--- config.mk ---
export PLATFORM = sky130hd
export DESIGN_NAME = uart_tx_fifo_drain
export DESIGN_NICKNAME = d
export VERILOG_FILES = /design/src/rtl/uart_tx_fifo_drain.sv
export SDC_FILE = /design/constraint.sdc
export NUM_CORES = 1
export LEC_CHECK = 0
export CORE_ASPECT_RATIO = 1.75
export CORE_MARGIN = 1
export CORE_UTILIZATION = 35
export CTS_BUF_LIST = sky130_fd_sc_hd__clkbuf_8
export DETAILED_ROUTE_END_ITERATION = 6
export GPL_TIMING_DRIVEN = 0
export PLACE_DENSITY_LB_ADDON = 0.2
export SYNTH_ARGS = -nofsm -noshare
export SYNTH_HDL_FRONTEND = slang
export SYNTH_SLANG_ARGS = --single-unit
export TNS_END_PERCENT = 10
--- constraint.sdc ---
create_clock -name clk -period 3.3 [get_ports clk]
set_input_delay 0.33 -clock clk [delete_from_list [all_inputs] [get_ports clk]]
set_output_delay 0.33 -clock clk [all_outputs]
set_load 0.05 [all_outputs]
--- src/rtl/uart_tx_fifo_drain.sv ---
// UART 8N1-style transmitter that pops words from a fall-through FIFO and sends them back-to-back.
// Latency: fifo_pop in cycle N, start bit on tx from cycle N+1; frame = (1+DATA_WIDTH+STOP_BITS)*CLKS_PER_BIT cycles.
// Backpressure: pops only at frame boundaries while enable && !fifo_empty; an in-flight frame always completes.
`timescale 1ns/1ps
module uart_tx_fifo_drain #(
    parameter int DATA_WIDTH   = 8,
    parameter int CLKS_PER_BIT = 868,
    parameter int STOP_BITS    = 1
) (
    input  logic                  clk,
    input  logic                  reset,
    input  logic                  enable,
    input  logic                  fifo_empty,
    input  logic [DATA_WIDTH-1:0] fifo_data,
    output logic                  fifo_pop,
    output logic                  tx,
    output logic                  busy,
    output logic                  tx_done
);
    localparam int CW = $clog2(CLKS_PER_BIT);
    localparam int BW = (DATA_WIDTH > 1) ? $clog2(DATA_WIDTH) : 1;
    localparam logic [CW-1:0] BAUD_LAST = CW'(CLKS_PER_BIT - 1);
    localparam logic [BW-1:0] BIT_LAST  = BW'(DATA_WIDTH - 1);
    localparam logic          STOP_LAST = (STOP_BITS == 2);

    typedef enum logic [1:0] {IDLE, START, DATA, STOP} state_t;

    state_t                state, state_n;
    logic [CW-1:0]         baud_cnt, baud_cnt_n;
    logic [BW-1:0]         bit_idx, bit_idx_n;
    logic                  stop_cnt, stop_cnt_n;
    logic [DATA_WIDTH-1:0] shift_q, shift_n;
    logic                  tx_n;
    logic                  baud_end;
    logic                  frame_end;

    always_ff @(posedge clk) begin
        if (reset) begin
            state    <= IDLE;
            baud_cnt <= '0;
            bit_idx  <= '0;
            stop_cnt <= 1'b0;
            shift_q  <= '0;
            tx       <= 1'b1;
        end else begin
            state    <= state_n;
            baud_cnt <= baud_cnt_n;
            bit_idx  <= bit_idx_n;
            stop_cnt <= stop_cnt_n;
            shift_q  <= shift_n;
            tx       <= tx_n;
        end
    end

    always_comb begin
        baud_end   = (baud_cnt == BAUD_LAST);
        frame_end  = (state == STOP) && baud_end && (stop_cnt == STOP_LAST);
        // Reset wins over a pop so no word leaves the FIFO while the frame would be discarded.
        fifo_pop   = !reset && enable && !fifo_empty && ((state == IDLE) || frame_end);
        tx_done    = frame_end;
        busy       = (state != IDLE);

        state_n    = state;
        baud_cnt_n = baud_cnt + 1'b1;
        bit_idx_n  = bit_idx;
        stop_cnt_n = stop_cnt;
        shift_n    = shift_q;

        case (state)
            IDLE: baud_cnt_n = '0;
            START: begin
                if (baud_end) begin
                    state_n    = DATA;
                    baud_cnt_n = '0;
                    bit_idx_n  = '0;
                end
            end
            DATA: begin
                if (baud_end) begin
                    baud_cnt_n = '0;
                    shift_n    = shift_q >> 1;
                    if (bit_idx == BIT_LAST) begin
                        state_n    = STOP;
                        stop_cnt_n = 1'b0;
                    end else begin
                        bit_idx_n = bit_idx + 1'b1;
                    end
                end
            end
            STOP: begin
                if (baud_end) begin
                    baud_cnt_n = '0;
                    if (frame_end) state_n = IDLE;
                    else           stop_cnt_n = 1'b1;
                end
            end
            default: state_n = IDLE;
        endcase

        if (fifo_pop) begin
            state_n    = START;
            baud_cnt_n = '0;
            shift_n    = fifo_data;
        end

        // tx is registered from the next-state view so the line changes cleanly on the clock edge.
        case (state_n)
            START:   tx_n = 1'b0;
            DATA:    tx_n = shift_n[0];
            default: tx_n = 1'b1;
        endcase
    end
endmodule
Yosys cells after proc, flatten, opt, wreduce, memory -nomap -nowiden
Index checks and enable logic that the tools add are counted.

operators by class
  add/sub/neg operators = 2
  equality and inequality tests = 13
  mux-type cells = 22
  bitwise gates (word level) = 1
  reductions and logical operators = 19

operators with widths
  cell                   number
  $mux 8                 3
  $pmux 10 s2            1
  $mux 2                 6
  $ne 2x2->1 const B     6
  $add 10x1->10 const B  1
  $eq 10x10->1 const B   1
  $mux 10                1
  $reduce_bool 2->1      5
  $mux 3                 3
  $eq 2x2->1 const B     3
  $pmux 2 s3             1
  $pmux 3 s2             1
  $logic_and 1x1->1      5
  $reduce_and 5->1       1
  $eq 2x1->1 const B     2
  $mux 1                 4
  $pmux 1 s2             2
  $reduce_and 4->1       1
  $add 3x1->3 const B    1
  $eq 3x3->1 const B     1
  $reduce_or 3->1        1
  $logic_not 1->1        2
  $logic_not 2->1        1
  $reduce_and 2->1       1
  3 further kinds        3

word-level totals
  register bits = 25
  logic and storage cells = 64

Longest topological paths before layout
Gate-level depths: netlist of run 1.

  word-level depth = 9
  gate-level depth with buffers = 7

Least setup slack after synthesis of run 1
Ideal clock, no wire load.

  path kind = reg2reg
  start = reg baud_cnt[0]
  end = reg shift_q[1]
  data arrival time = 2.816 ns
  data required time = 3.230 ns
  setup slack = 0.413 ns
  stages on the path, launching flop included = 8
  buffers on the path = 0
  clock period less this slack = 2.887 ns
  path through = dfxtp_1 -> ha_1 -> nand4b_1 -> nor4_2 -> o211ai_1 -> clkinv_1 -> a22oi_1 -> a21oi_1

between the ends
  longest elaborated chain between the ends = 7

ends and longest elaborated chain
  element                           RTL line  source
  start, declared                   29        logic [CW-1:0] baud_cnt, baud_cnt_n;
  start signal, assigned            47        baud_cnt <= baud_cnt_n;
  $eq 10x10->1 *                    56        baud_end = (baud_cnt == BAUD_LAST);
  $logic_and 1x1->1 * (2 in a row)  57        frame_end = (state == STOP) && baud_end && (stop_cnt == STOP_LAST);
  via tx_done                       18        output logic tx_done
  $logic_or 1x1->1 *                59        fifo_pop = !reset && enable && !fifo_empty && ((state == IDLE) || frame_end);
  $logic_and 1x1->1 *               59
  via fifo_pop                      15        output logic fifo_pop,
  $reduce_bool 2->1 (no line)       --
  $reduce_and 2->1 (no line)        --
  end signal, assigned              50        shift_q <= shift_n;
  end, declared                     32        logic [DATA_WIDTH-1:0] shift_q, shift_n;

Mark *: on every way through the listed nets, which the timed path passes. The rest lies on a longest branch.
A chain may end at the register's enable or synchronous reset.

Worst setup path after layout of run 1
  start = reg baud_cnt[0]
  end = out tx_done

between the ends
  longest elaborated chain between the ends = 3

ends and longest elaborated chain
  element                         RTL line
  $eq 10x10->1                    56
  $logic_and 1x1->1 (2 in a row)  57
  end, declared                   18

No other way between the ends.

==> Flow_metrics.wiki, run 1 <==
{| class="wikitable"
! Metric !! Value
|-
| Final worst hold slack || 0.437 ns
|-
| Area of the multi-input gates || 576 um^2
|-
| Slack of the critical path || 0.445 ns
|-
| Critical path launch point type || flip-flop
|-
| Setup Fix Bufs, Post-CTS || 0
|-
| Area Growth Syn to Fin || 21.8%
|-
| Relative contribution of sequential cells to total power || 0.586
|-
| Worst-path cell chain || ha_1 > nand4b_1 > nor4_2 > clkdlybuf4s50_1
|-
| Routed wire length || 2230 um
|-
| Hold_buf cts || 0
|-
| Most common cell after layout, fill and taps aside || sky130_fd_sc_hd__dfxtp_1
|-
| Antenna Cells || 0
|-
| Hold path startpoint || reset
|-
| Number of remaining DRC errors || 0
|-
| Final worst-path cycle share || 0.865
|-
| Total via count in the routed design || 963
|-
| Number of global-route vias before repair || 915
|-
| Cell area after placement || 0.00130 mm^2
|-
| Sink Count || 25
|-
| # Max-Cap Violations || 0
|-
| GR Util All Layers || 0.142
|-
| Worst r2r path cells || 6
|-
| Area of the die || 0.00340 mm^2
|-
| Setup repair after global routing missed its margin || false
|-
| Fraction of layout instances using a drive strength above 1 || 0.0634
|-
| Clock transition at the registers of the reported paths || 0.09 ns
|-
| Count of cells along the worst hold path || 2
|-
| Critical path's slowest cell || sky130_fd_sc_hd__clkdlybuf4s50_1
|-
| Number of antenna violations at the first check in global routing || 0
|-
| Class of the worst hold path || input port to flip-flop
|-
| Capture instance of the worst register-to-register path || tx
|-
| Minimum period implied by the final worst setup slack || 2.85 ns
|-
| Fin Setup TNS || 0 ns
|-
| Run status || complete, no violations
|-
| Most common flop cell mapped by yosys || sky130_fd_sc_hd__dfxtp_1
|-
| Compound-gate portion of the synthesized area || 0.149
|-
| Clock tree from TritonCTS || built
|-
| P_sw || 0.000117 W
|-
| Headroom to the max-slew limit || 0.484
|-
| Total global routing overflow || 0
|-
| Cell row count || 26
|-
| Critical path class || flip-flop to output pin
|-
| Synthesized netlist net count || 139
|-
| Proportion of power drawn by the clock network || 0.335
|-
| Final setup violation count || 0
|-
| Final nets || 158
|-
| Leak Pwr || 0.479 nW
|-
| Slew Viols, Final || 0
|-
| EDFF count, synth || 0
|-
| Horizontal die dimension || 44.5 um
|-
| Post-CTS resize count || 0
|-
| Hold violation count in the final report || 0
|-
| Global-route wire length before repair || 3710 um
|-
| Critical Path Max Stage Delay || 0.89 ns
|-
| Largest fanout on the critical path || 6
|-
| Net Sw Frac || 0.221
|-
| End point of the most critical hold path || shift_q[0]
|-
| Fmax || 350 MHz
|-
| Via density per instance || 5.23
|-
| Clock latency on the worst-skew pair || 0.27 ns
|-
| Pre-CTS worst setup slack || 0.375 ns
|-
| Highest-count cells in the layout ignoring fill and taps || sky130_fd_sc_hd__dfxtp_1 (25), sky130_fd_sc_hd__nor2_1 (17), sky130_fd_sc_hd__clkdlybuf4s50_1 (13), sky130_fd_sc_hd__nand3_1 (10)
|-
| Number of top-level design ports || 16
|-
| Combinational family with the most area after synthesis || simple AND/OR/NAND/NOR gates
|-
| Initial cell density of the core || 0.374
|-
| Number of routed nets with antenna violations || 0
|-
| DRC violation total after the first TritonRoute iteration || 21
|-
| CP Capture Type || output pin
|-
| Syn_area_per_cell || 8.93 um^2
|-
| Length of the first detailed-routing pass in iterations || 4
|-
| Core area || 0.00296 mm^2
|-
| Maximum vdd drop || 0.269 mV
|-
| Post-DP HPWL || 1760 um
|-
| Worst path top cell family by delay || buffers and inverters
|-
| Simple-gate area share of the yosys netlist || 0.264
|-
| Portion of the post-synthesis area used by sequential elements || 0.452
|-
| Worst setup slack for register-to-register paths || 0.92 ns
|-
| CP Data Required Time || 2.97 ns
|-
| Sequential cell area in the final layout || 500 um^2
|-
| Routed length per instance || 12.1 um
|-
| TritonCTS Buffers || 3
|-
| # port buffers || 14
|-
| Synthesized-area fraction occupied by xor and xnor cells || 0.0633
|-
| Total chip power || 0.000529 W
|-
| Critical Path AT || 2.52 ns
|-
| Total of warnings raised by yosys || 0
|-
| Multiplexer fraction of the synthesized cell area || 0.00904
|-
| Final instance area || 0.00135 mm^2
|-
| Reg-to-Reg Start || baud_cnt[0]
|-
| Combinational share of power || 0.079
|-
| Actual transition at the worst max-transition pin || 0.767 ns
|-
| Synth Area in Adders || 0.0339
|-
| Longest Clk Path Bufs || 2
|-
| H-Tree Level Count || 1
|-
| Final setup skew || 0.00714 ns
|-
| Total buffers and inverters traversed by the critical path || 1
|-
| Y dimension of the die || 76.4 um
|-
| Synth Register Bits || 25
|-
| Root Driver || sky130_fd_sc_hd__clkbuf_8
|-
| P_int || 0.000412 W
|-
| Maximum number of pins on one net before global-route repair || 15
|-
| Synth async-reset ratio || 0
|-
| Pwr dens || 392 mW/mm^2
|-
| Fillcell total || 291
|-
| Number of distinct library cell variants in the gate-level netlist after synthesis || 34
|-
| Number of instances in the synthesized netlist || 124
|-
| Final weighted congestion in routability-driven placement || 0.736
|-
| Synthesized cell area || 0.00111 mm^2
|}
==> power by group through the flow <==
stage,Sequential [W],Clock [W],Combinational [W]
after floorplan,0.000318,0,0.0000204
after global placement,0.000317,0,0.0000418
after detailed placement,0.000317,0,0.0000423
after CTS,0.000310,0.000184,0.0000424
after global routing,0.000310,0.000197,0.0000451
final,0.000310,0.000177,0.0000417
==> worst max-delay path by stage <==
| stage | from | to | depth (start not counted) |
|---|---|---|---|
| after CTS | baud_cnt[0] | fifo_pop | 6 |
| after detailed placement | baud_cnt[0] | fifo_pop | 6 |
| after global placement | baud_cnt[0] | fifo_pop | 6 |
| after global routing | baud_cnt[0] | tx_done | 4 |
| after floorplan | baud_cnt[0] | shift_q[1] | 7 |
| final | baud_cnt[0] | tx_done | 4 |
==> registers in the layout (all words and copies together) (netlist names) <==
name / count
baud_cnt: 10
shift_q: 8
bit_idx: 3
state: 2
stop_cnt: 1
tx: 1
==> Yosys cell counts, types with 2 or more instances <==
cell type	count	area share
sky130_fd_sc_hd__dfxtp_1	25	0.45
sky130_fd_sc_hd__nand3_1	10	0.045
sky130_fd_sc_hd__nand4_1	4	0.023
sky130_fd_sc_hd__a22oi_1	9	0.061
sky130_fd_sc_hd__xor2_1	6	0.047
sky130_fd_sc_hd__a21o_1	2	0.014
sky130_fd_sc_hd__inv_1	2	0.0068
sky130_fd_sc_hd__xnor2_1	2	0.016
sky130_fd_sc_hd__clkbuf_1	3	0.010
sky130_fd_sc_hd__a21oi_1	9	0.041
sky130_fd_sc_hd__nand2b_1	3	0.017
sky130_fd_sc_hd__nor2_1	17	0.058
sky130_fd_sc_hd__nor4_2	2	0.023
sky130_fd_sc_hd__nor3_1	3	0.014
sky130_fd_sc_hd__and3_1	2	0.011
sky130_fd_sc_hd__nand2_1	5	0.017
sky130_fd_sc_hd__ha_1	3	0.034
==> final cells by class <==
cell class,count,share of cell area
flip-flops and latches,25,0.371
repair buffers,14,0.106
multi-input cells,91,0.427
clock inverters,1,0.00371
well taps,42,0.0390
plain buffers,5,0.0148
clock buffers,3,0.0306
inverters,3,0.00835
==> per-layer routing <==
layer  GRT usage  vias up  wire, um
li1            -      481         -
met1       0.139      463       851
met2       0.271       14      1270
met3      0.0213        5        59
met5           0        -         0
met4      0.0636        0        49
==> through the flow <==
| stage | utilization | instances |
|---|---|---|
| 2_1_floorplan | - | 124 |
| 3_3_place_gp | 0.439 | 180 |
| 3_5_place_dp | 0.439 | 180 |
| 4_1_cts | 0.455 | 184 |
| 5_1_grt | 0.456 | 184 |
| 6_report | 0.456 | 184 |
==> kinds of logic after synthesis <==
group	count (synthesis)
mux	1
buf+inv	8
flops	25
fa+ha+maj	3
simple gates	54
compound gates	25
xor+xnor	8
Note: power is estimated with default switching activity, not from simulation.
==> run 2: changes to the inputs <==
RECOVER_POWER = 25   (was unset)
==> run 2 against run 1 <==
Net effect:
- clock power barely moved
- combinational power fell by 1%
- via count did not move
- core utilization fell by 0.34 points
- critical path depth did not move
==> Flow_metrics.wiki, run 2 (same netlist as run 1, synthesis figures left out) <==
{| class="wikitable"
! Metric !! Value
|-
| Sequential cell area in the final layout || 500 um^2 (unchanged)
|-
| Slew Viols, Final || 0 (unchanged)
|-
| Number of global-route vias before repair || 915 (unchanged)
|-
| Setup repair after global routing missed its margin || false
|-
| # Max-Cap Violations || 0 (unchanged)
|-
| Number of routed nets with antenna violations || 0 (unchanged)
|-
| Cell row count || 26 (unchanged)
|-
| Pwr dens || 394 mW/mm^2 (+0.65%)
|-
| Final nets || 158 (unchanged)
|-
| Maximum number of pins on one net before global-route repair || 15 (unchanged)
|-
| Number of flip-flops under the largest register name || 10 (unchanged)
|-
| Critical Path AT || 2.50 ns (-0.02 ns)
|-
| Fin Setup TNS || 0 ns (unchanged)
|-
| Class of the worst hold path || input port to flip-flop
|-
| Actual transition at the worst max-transition pin || 1.30 ns (+0.533 ns)
|-
| DRC violation total after the first TritonRoute iteration || 17 (-19%)
|-
| Hold_buf cts || 0 (unchanged)
|-
| Root Driver || sky130_fd_sc_hd__clkbuf_8
|-
| Clock latency on the worst-skew pair || 0.27 ns (about the same)
|-
| Number of remaining DRC errors || 0 (unchanged)
|-
| Clock tree from TritonCTS || built
|-
| Core area || 0.00296 mm^2 (unchanged)
|-
| Antenna Cells || 0 (unchanged)
|-
| Maximum vdd drop || 0.269 mV (about the same)
|-
| Final weighted congestion in routability-driven placement || 0.736 (unchanged)
|-
| CP Data Required Time || 2.97 ns (about the same)
|-
| Worst setup slack for register-to-register paths || 0.48 ns (-0.44 ns)
|-
| Area of the multi-input gates || 567 um^2 (-1.5%)
|-
| Length of the first detailed-routing pass in iterations || 4 (unchanged)
|-
| Routed length per instance || 12.2 um (+0.45%)
|-
| Minimum period implied by the final worst setup slack || 2.83 ns (-0.0235 ns)
|-
| Initial cell density of the core || 0.374 (unchanged)
|-
| Fmax || 353 MHz (+0.83%)
|-
| Number of top-level design ports || 16 (unchanged)
|-
| Register name with the most flops || baud_cnt
|-
| Routed wire length || 2240 um (+0.45%)
|-
| Area Growth Syn to Fin || 20.9%
|-
| Number of antenna violations at the first check in global routing || 0 (unchanged)
|-
| Registers with the highest flip-flop counts || baud_cnt (10), shift_q (8), bit_idx (3)
|-
| Final setup skew || 0.00652 ns (-0.000619 ns)
|-
| Post-DP HPWL || 1760 um (unchanged)
|-
| Y dimension of the die || 76.4 um (unchanged)
|-
| Hold violation count in the final report || 0 (unchanged)
|-
| Total global routing overflow || 0 (unchanged)
|-
| Run status || complete, no violations
|-
| Sink Count || 25 (unchanged)
|-
| Largest fanout on the critical path || 6 (unchanged)
|-
| Area of the die || 0.00340 mm^2 (unchanged)
|-
| Highest-count cells in the layout ignoring fill and taps || sky130_fd_sc_hd__dfxtp_1 (25), sky130_fd_sc_hd__nor2_1 (18), sky130_fd_sc_hd__clkdlybuf4s50_1 (11), sky130_fd_sc_hd__nand3_1 (10)
|-
| # port buffers || 14 (unchanged)
|-
| TritonCTS Buffers || 3 (unchanged)
|-
| Critical path class || flip-flop to output pin
|-
| GR Util All Layers || 0.142 (unchanged)
|-
| CP Capture Type || output pin
|-
| Critical path launch point type || flip-flop
|-
| Longest Clk Path Bufs || 2 (unchanged)
|-
| Horizontal die dimension || 44.5 um (unchanged)
|-
| Global-route wire length before repair || 3710 um (unchanged)
|-
| Headroom to the max-slew limit || 0.125 (-0.359)
|-
| Final worst hold slack || 0.438 ns (+0.00126 ns)
|-
| Final setup violation count || 0 (unchanged)
|-
| Total via count in the routed design || 963 (unchanged)
|-
| Leak Pwr || 0.479 nW (about the same)
|-
| Fraction of layout instances using a drive strength above 1 || 0.0423 (-0.0211)
|-
| Final worst-path cycle share || 0.858 (-0.00712)
|-
| Most common cell after layout, fill and taps aside || sky130_fd_sc_hd__dfxtp_1
|-
| Clock transition at the registers of the reported paths || 0.09 ns (about the same)
|-
| H-Tree Level Count || 1 (unchanged)
|-
| Via density per instance || 5.23 (unchanged)
|-
| Fillcell total || 293 (+0.69%)
|}
run 2: timing repair:
item                                    4_1_cts  5_1_grt
endpoints found under the setup margin        0        1
gates resized for setup                       0        1
buffers inserted                              0        0
hold endpoints to repair                      0        0
run 2: final timing paths:
kind | endpoint | startpoint | cells after the start
max reg2reg | tx | baud_cnt[0] | 6
min reg2reg | shift_q[3] | shift_q[3] | 2
max | tx_done | baud_cnt[0] | 4
min | shift_q[0] | reset | 2
run 2: critical path: stages (launching register included):
cell and delay [ns]:
sky130_fd_sc_hd__dfxtp_1 0.38, sky130_fd_sc_hd__ha_1 0.29, sky130_fd_sc_hd__nand4b_1 0.21, sky130_fd_sc_hd__nor4_2 0.47, sky130_fd_sc_hd__clkdlybuf4s50_1 0.89
run 2: area by class of cell:
class                           count  area share
Multi-Input combinational cell     91       0.423
Sequential cell                    25       0.374
Timing Repair Buffer               14       0.107
Tap cell                           42      0.0393
Clock buffer                        3      0.0308
Buffer                              5      0.0140
Inverter                            3     0.00841
Clock inverter                      1     0.00374
run 2: where the power goes:
group,total (W),switching [W],leakage (nW),internal (W)
combinational,0.0000412,0.0000211,0.251,0.0000201
clock,0.000177,0.0000930,0.0255,0.0000844
sequential,0.000310,0.00000295,0.202,0.000307
total,0.000528,0.000117,0.479,0.000411
run 2: per-stage QoR:
| stage | instance area, um^2 | power, W | utilization | instances | setup WS, ns |
|---|---|---|---|---|---|
| 2_1_floorplan | 1110 | 0.000339 | - | 124 | 0.413 |
| 3_3_place_gp | 1300 | 0.000358 | 0.439 | 180 | 0.379 |
| 3_5_place_dp | 1300 | 0.000359 | 0.439 | 180 | 0.375 |
| 4_1_cts | 1350 | 0.000536 | 0.455 | 184 | 0.0687 |
| 5_1_grt | 1340 | 0.000552 | 0.452 | 184 | 0.263 |
| 6_report | 1340 | 0.000528 | 0.452 | 184 | 0.469 |
run 2: routing by layer:
| layer | part of all wire | GRT usage | vias to the layer above |
|---|---|---|---|
| li1 | - | - | 483 |
| met2 | 0.56 | 0.271 | 14 |
| met3 | 0.022 | 0.0213 | 5 |
| met5 | 0 | 0 | - |
| met1 | 0.40 | 0.139 | 461 |
| met4 | 0.022 | 0.0636 | 0 |
==> run 3: changes to the inputs <==
CTS_BUF_LIST = unset   (was sky130_fd_sc_hd__clkbuf_8)
GPL_TIMING_DRIVEN = unset   (was 0)
==> run 3 against run 2 <==
Net effect:
- die area did not move
- power fell by 0.93%
- clock skew fell by 0.0042 ns
- combinational power rose by 1%
- final cell count fell by 0.54%
- fmax rose by 2.1%
- first-iteration DRC count rose by 24%
- non-clock buffer count fell by 1
- wire length fell by 4.1%
- global-route usage rose by 0.69 points
==> Flow_metrics.wiki, run 3 (same netlist as run 1, synthesis figures left out) <==
{| class="wikitable"
! Metric !! Value
|-
| Run status || complete, no violations
|-
| Final setup skew || 0.00229 ns (-0.00423 ns)
|-
| Post-DP HPWL || 1700 um (-3.8%)
|-
| Fin Setup TNS || 0 ns (unchanged)
|-
| Length of the first detailed-routing pass in iterations || 3 (-1)
|-
| Placed insts || 179 (-0.56%)
|-
| Fillcell total || 313 (+6.8%)
|-
| Routed wire length || 2150 um (-4.1%)
|-
| Maximum vdd drop || 0.298 mV (+11%)
|-
| Critical path class || flip-flop to output pin
|-
| Reg-to-Reg Start || baud_cnt[0]
|-
| Pwr dens || 389 mW/mm^2 (-1.4%)
|-
| Clock tree from TritonCTS || built
|-
| Number of top-level design ports || 16 (unchanged)
|-
| Final setup violation count || 0 (unchanged)
|-
| Minimum period implied by the final worst setup slack || 2.77 ns (-0.0577 ns)
|-
| Largest fanout on the critical path || 6 (unchanged)
|-
| Total via count in the routed design || 943 (-2.1%)
|-
| Area of the multi-input gates || 569 um^2 (+0.44%)
|-
| Sink Count || 25 (unchanged)
|-
| Clock transition at the registers of the reported paths || 0.08 ns (about the same)
|-
| Number of global-route vias before repair || 952 (+4.0%)
|-
| Busiest layer in global routing || met2
|-
| Register name with the most flops || baud_cnt
|-
| Initial cell density of the core || 0.374 (unchanged)
|-
| Met3 layer usage reported by global route || 0.0142 (-0.00711)
|-
| Fraction of layout instances using a drive strength above 1 || 0.0638 (+0.0216)
|-
| Headroom to the max-slew limit || 0.641 (+0.515)
|-
| Routed length per instance || 11.7 um (-3.6%)
|-
| # port buffers || 15 (+1)
|-
| Met2 routing resource usage after global routing || 0.299 (+0.0279)
|-
| DRC violation total after the first TritonRoute iteration || 21 (+4)
|-
| Final nets || 157 (-0.63%)
|-
| Fmax || 361 MHz (+2.1%)
|-
| Y dimension of the die || 76.4 um (unchanged)
|-
| Setup repair after global routing missed its margin || false
|-
| Worst setup startpoint || baud_cnt[0]
|-
| Critical Path AT || 2.44 ns (-0.06 ns)
|-
| Sequential cell area in the final layout || 500 um^2 (unchanged)
|-
| Slack of the critical path || 0.526 ns (+0.0577 ns)
|-
| Final Non-Filler Cells || 183 (-0.54%)
|-
| Met1 Track Usage GR || 0.132 (-0.00620)
|-
| Final weighted congestion in routability-driven placement || 0.713 (-3.1%)
|-
| CP Capture Type || output pin
|-
| Total chip power || 0.000523 W (-0.93%)
|-
| Hold violation count in the final report || 0 (unchanged)
|-
| Number of flip-flops under the largest register name || 10 (unchanged)
|-
| Hold path startpoint || baud_cnt[0]
|-
| Cell row count || 26 (unchanged)
|-
| Setup Fix Bufs, Post-CTS || 0 (unchanged)
|-
| Most common cell after layout, fill and taps aside || sky130_fd_sc_hd__dfxtp_1
|-
| Antenna Cells || 0 (unchanged)
|-
| Clock latency on the worst-skew pair || 0.26 ns (about the same)
|-
| Core area || 0.00296 mm^2 (unchanged)
|-
| Post-CTS resize count || 0 (unchanged)
|-
| Number of routed nets with antenna violations || 0 (unchanged)
|-
| # Max-Cap Violations || 0 (unchanged)
|-
| Number of remaining DRC errors || 0 (unchanged)
|-
| Via density per instance || 5.15 (-1.5%)
|-
| Final worst hold slack || 0.465 ns (+0.0267 ns)
|-
| Area Growth Syn to Fin || 21.5%
|-
| Slew Viols, Final || 0 (unchanged)
|-
| Global-route wire length before repair || 3840 um (+3.3%)
|-
| Actual transition at the worst max-transition pin || 0.539 ns (-0.761 ns)
|-
| GR Util All Layers || 0.149 (+0.00688)
|-
| Root Driver || sky130_fd_sc_hd__clkbuf_8
|-
| Horizontal die dimension || 44.5 um (unchanged)
|-
| Longest Clk Path Bufs || 2 (unchanged)
|-
| Hold_buf cts || 0 (unchanged)
|-
| Registers with the highest flip-flop counts || baud_cnt (10), shift_q (8), bit_idx (3)
|-
| Number of antenna violations at the first check in global routing || 0 (unchanged)
|-
| Highest-count cells in the layout ignoring fill and taps || sky130_fd_sc_hd__dfxtp_1 (25), sky130_fd_sc_hd__nor2_1 (17), sky130_fd_sc_hd__clkdlybuf4s50_1 (12), sky130_fd_sc_hd__nand3_1 (10)
|-
| Area of the die || 0.00340 mm^2 (unchanged)
|-
| Pre-CTS worst setup slack || 0.787 ns (+0.413 ns)
|-
| Critical path launch point type || flip-flop
|-
| Maximum number of pins on one net before global-route repair || 18 (+3)
|-
| H-Tree Level Count || 1 (unchanged)
|-
| TritonCTS Buffers || 3 (unchanged)
|-
| CP Data Required Time || 2.97 ns (about the same)
|-
| Final worst-path cycle share || 0.840 (-0.0175)
|-
| Class of the worst hold path || flip-flop to flip-flop
|-
| Total global routing overflow || 0 (unchanged)
|-
| Leak Pwr || 0.470 nW (-1.8%)
|}
[run 3: cell types whose count changed in the layout (fill, tap and decap cells not counted)]
cell / previous run / this run
sky130_fd_sc_hd__clkinv_2: 1 / 0
sky130_fd_sc_hd__dlymetal6s2s_1: 1 / 0
sky130_fd_sc_hd__clkdlybuf4s50_1: 11 / 12
sky130_fd_sc_hd__clkbuf_1: 4 / 2
sky130_fd_sc_hd__nor2_1: 18 / 17
sky130_fd_sc_hd__buf_4: 0 / 3
sky130_fd_sc_hd__nor2_2: 0 / 1
sky130_fd_sc_hd__buf_1: 1 / 0
[run 3: per-stage QoR]
stage	util	area, um^2
4_1_cts	0.458	1360
3_3_place_gp	0.443	1310
2_1_floorplan	-	1110
3_5_place_dp	0.443	1310
6_report	0.454	1350
5_1_grt	0.454	1350
[run 3: final timing paths]
kind / endpoint / slack [ns] / cells after the start
worst max-delay path: tx_done / 0.53 / 4
worst min-delay path: baud_cnt[0] / 0.46 / 1
worst max register to register: shift_q[6] / 0.96 / 8
worst min register to register: baud_cnt[0] / 0.46 / 1
[run 3: layout make-up]
| type | instances | area share |
|---|---|---|
| sequential | 25 | 0.372 |
| multi-input combinational | 91 | 0.423 |
| timing repair buffer | 18 | 0.124 |
| tap | 42 | 0.0391 |
| inverter | 3 | 0.00837 |
| clock buffer | 4 | 0.0335 |
[run 3: worst max-delay path, stage by stage (launching register included)]
cell and delay, ns:
sky130_fd_sc_hd__dfxtp_1 0.37, sky130_fd_sc_hd__ha_1 0.28, sky130_fd_sc_hd__nand4b_1 0.21, sky130_fd_sc_hd__nor4_2 0.45, sky130_fd_sc_hd__clkdlybuf4s50_1 0.88
[run 3: power breakdown]
part           total (W)  internal [W]  switching (W)
sequential      0.000310      0.000307     0.00000294
clock           0.000172     0.0000861      0.0000857
combinational  0.0000418     0.0000211      0.0000206
total           0.000523      0.000414       0.000109
[run 3: layer usage]
layer	part of all wire	vias to the layer above
met3	0.021	4
met4	0.024	0
met5	0	-
met1	0.37	448
li1	-	480
met2	0.59	11
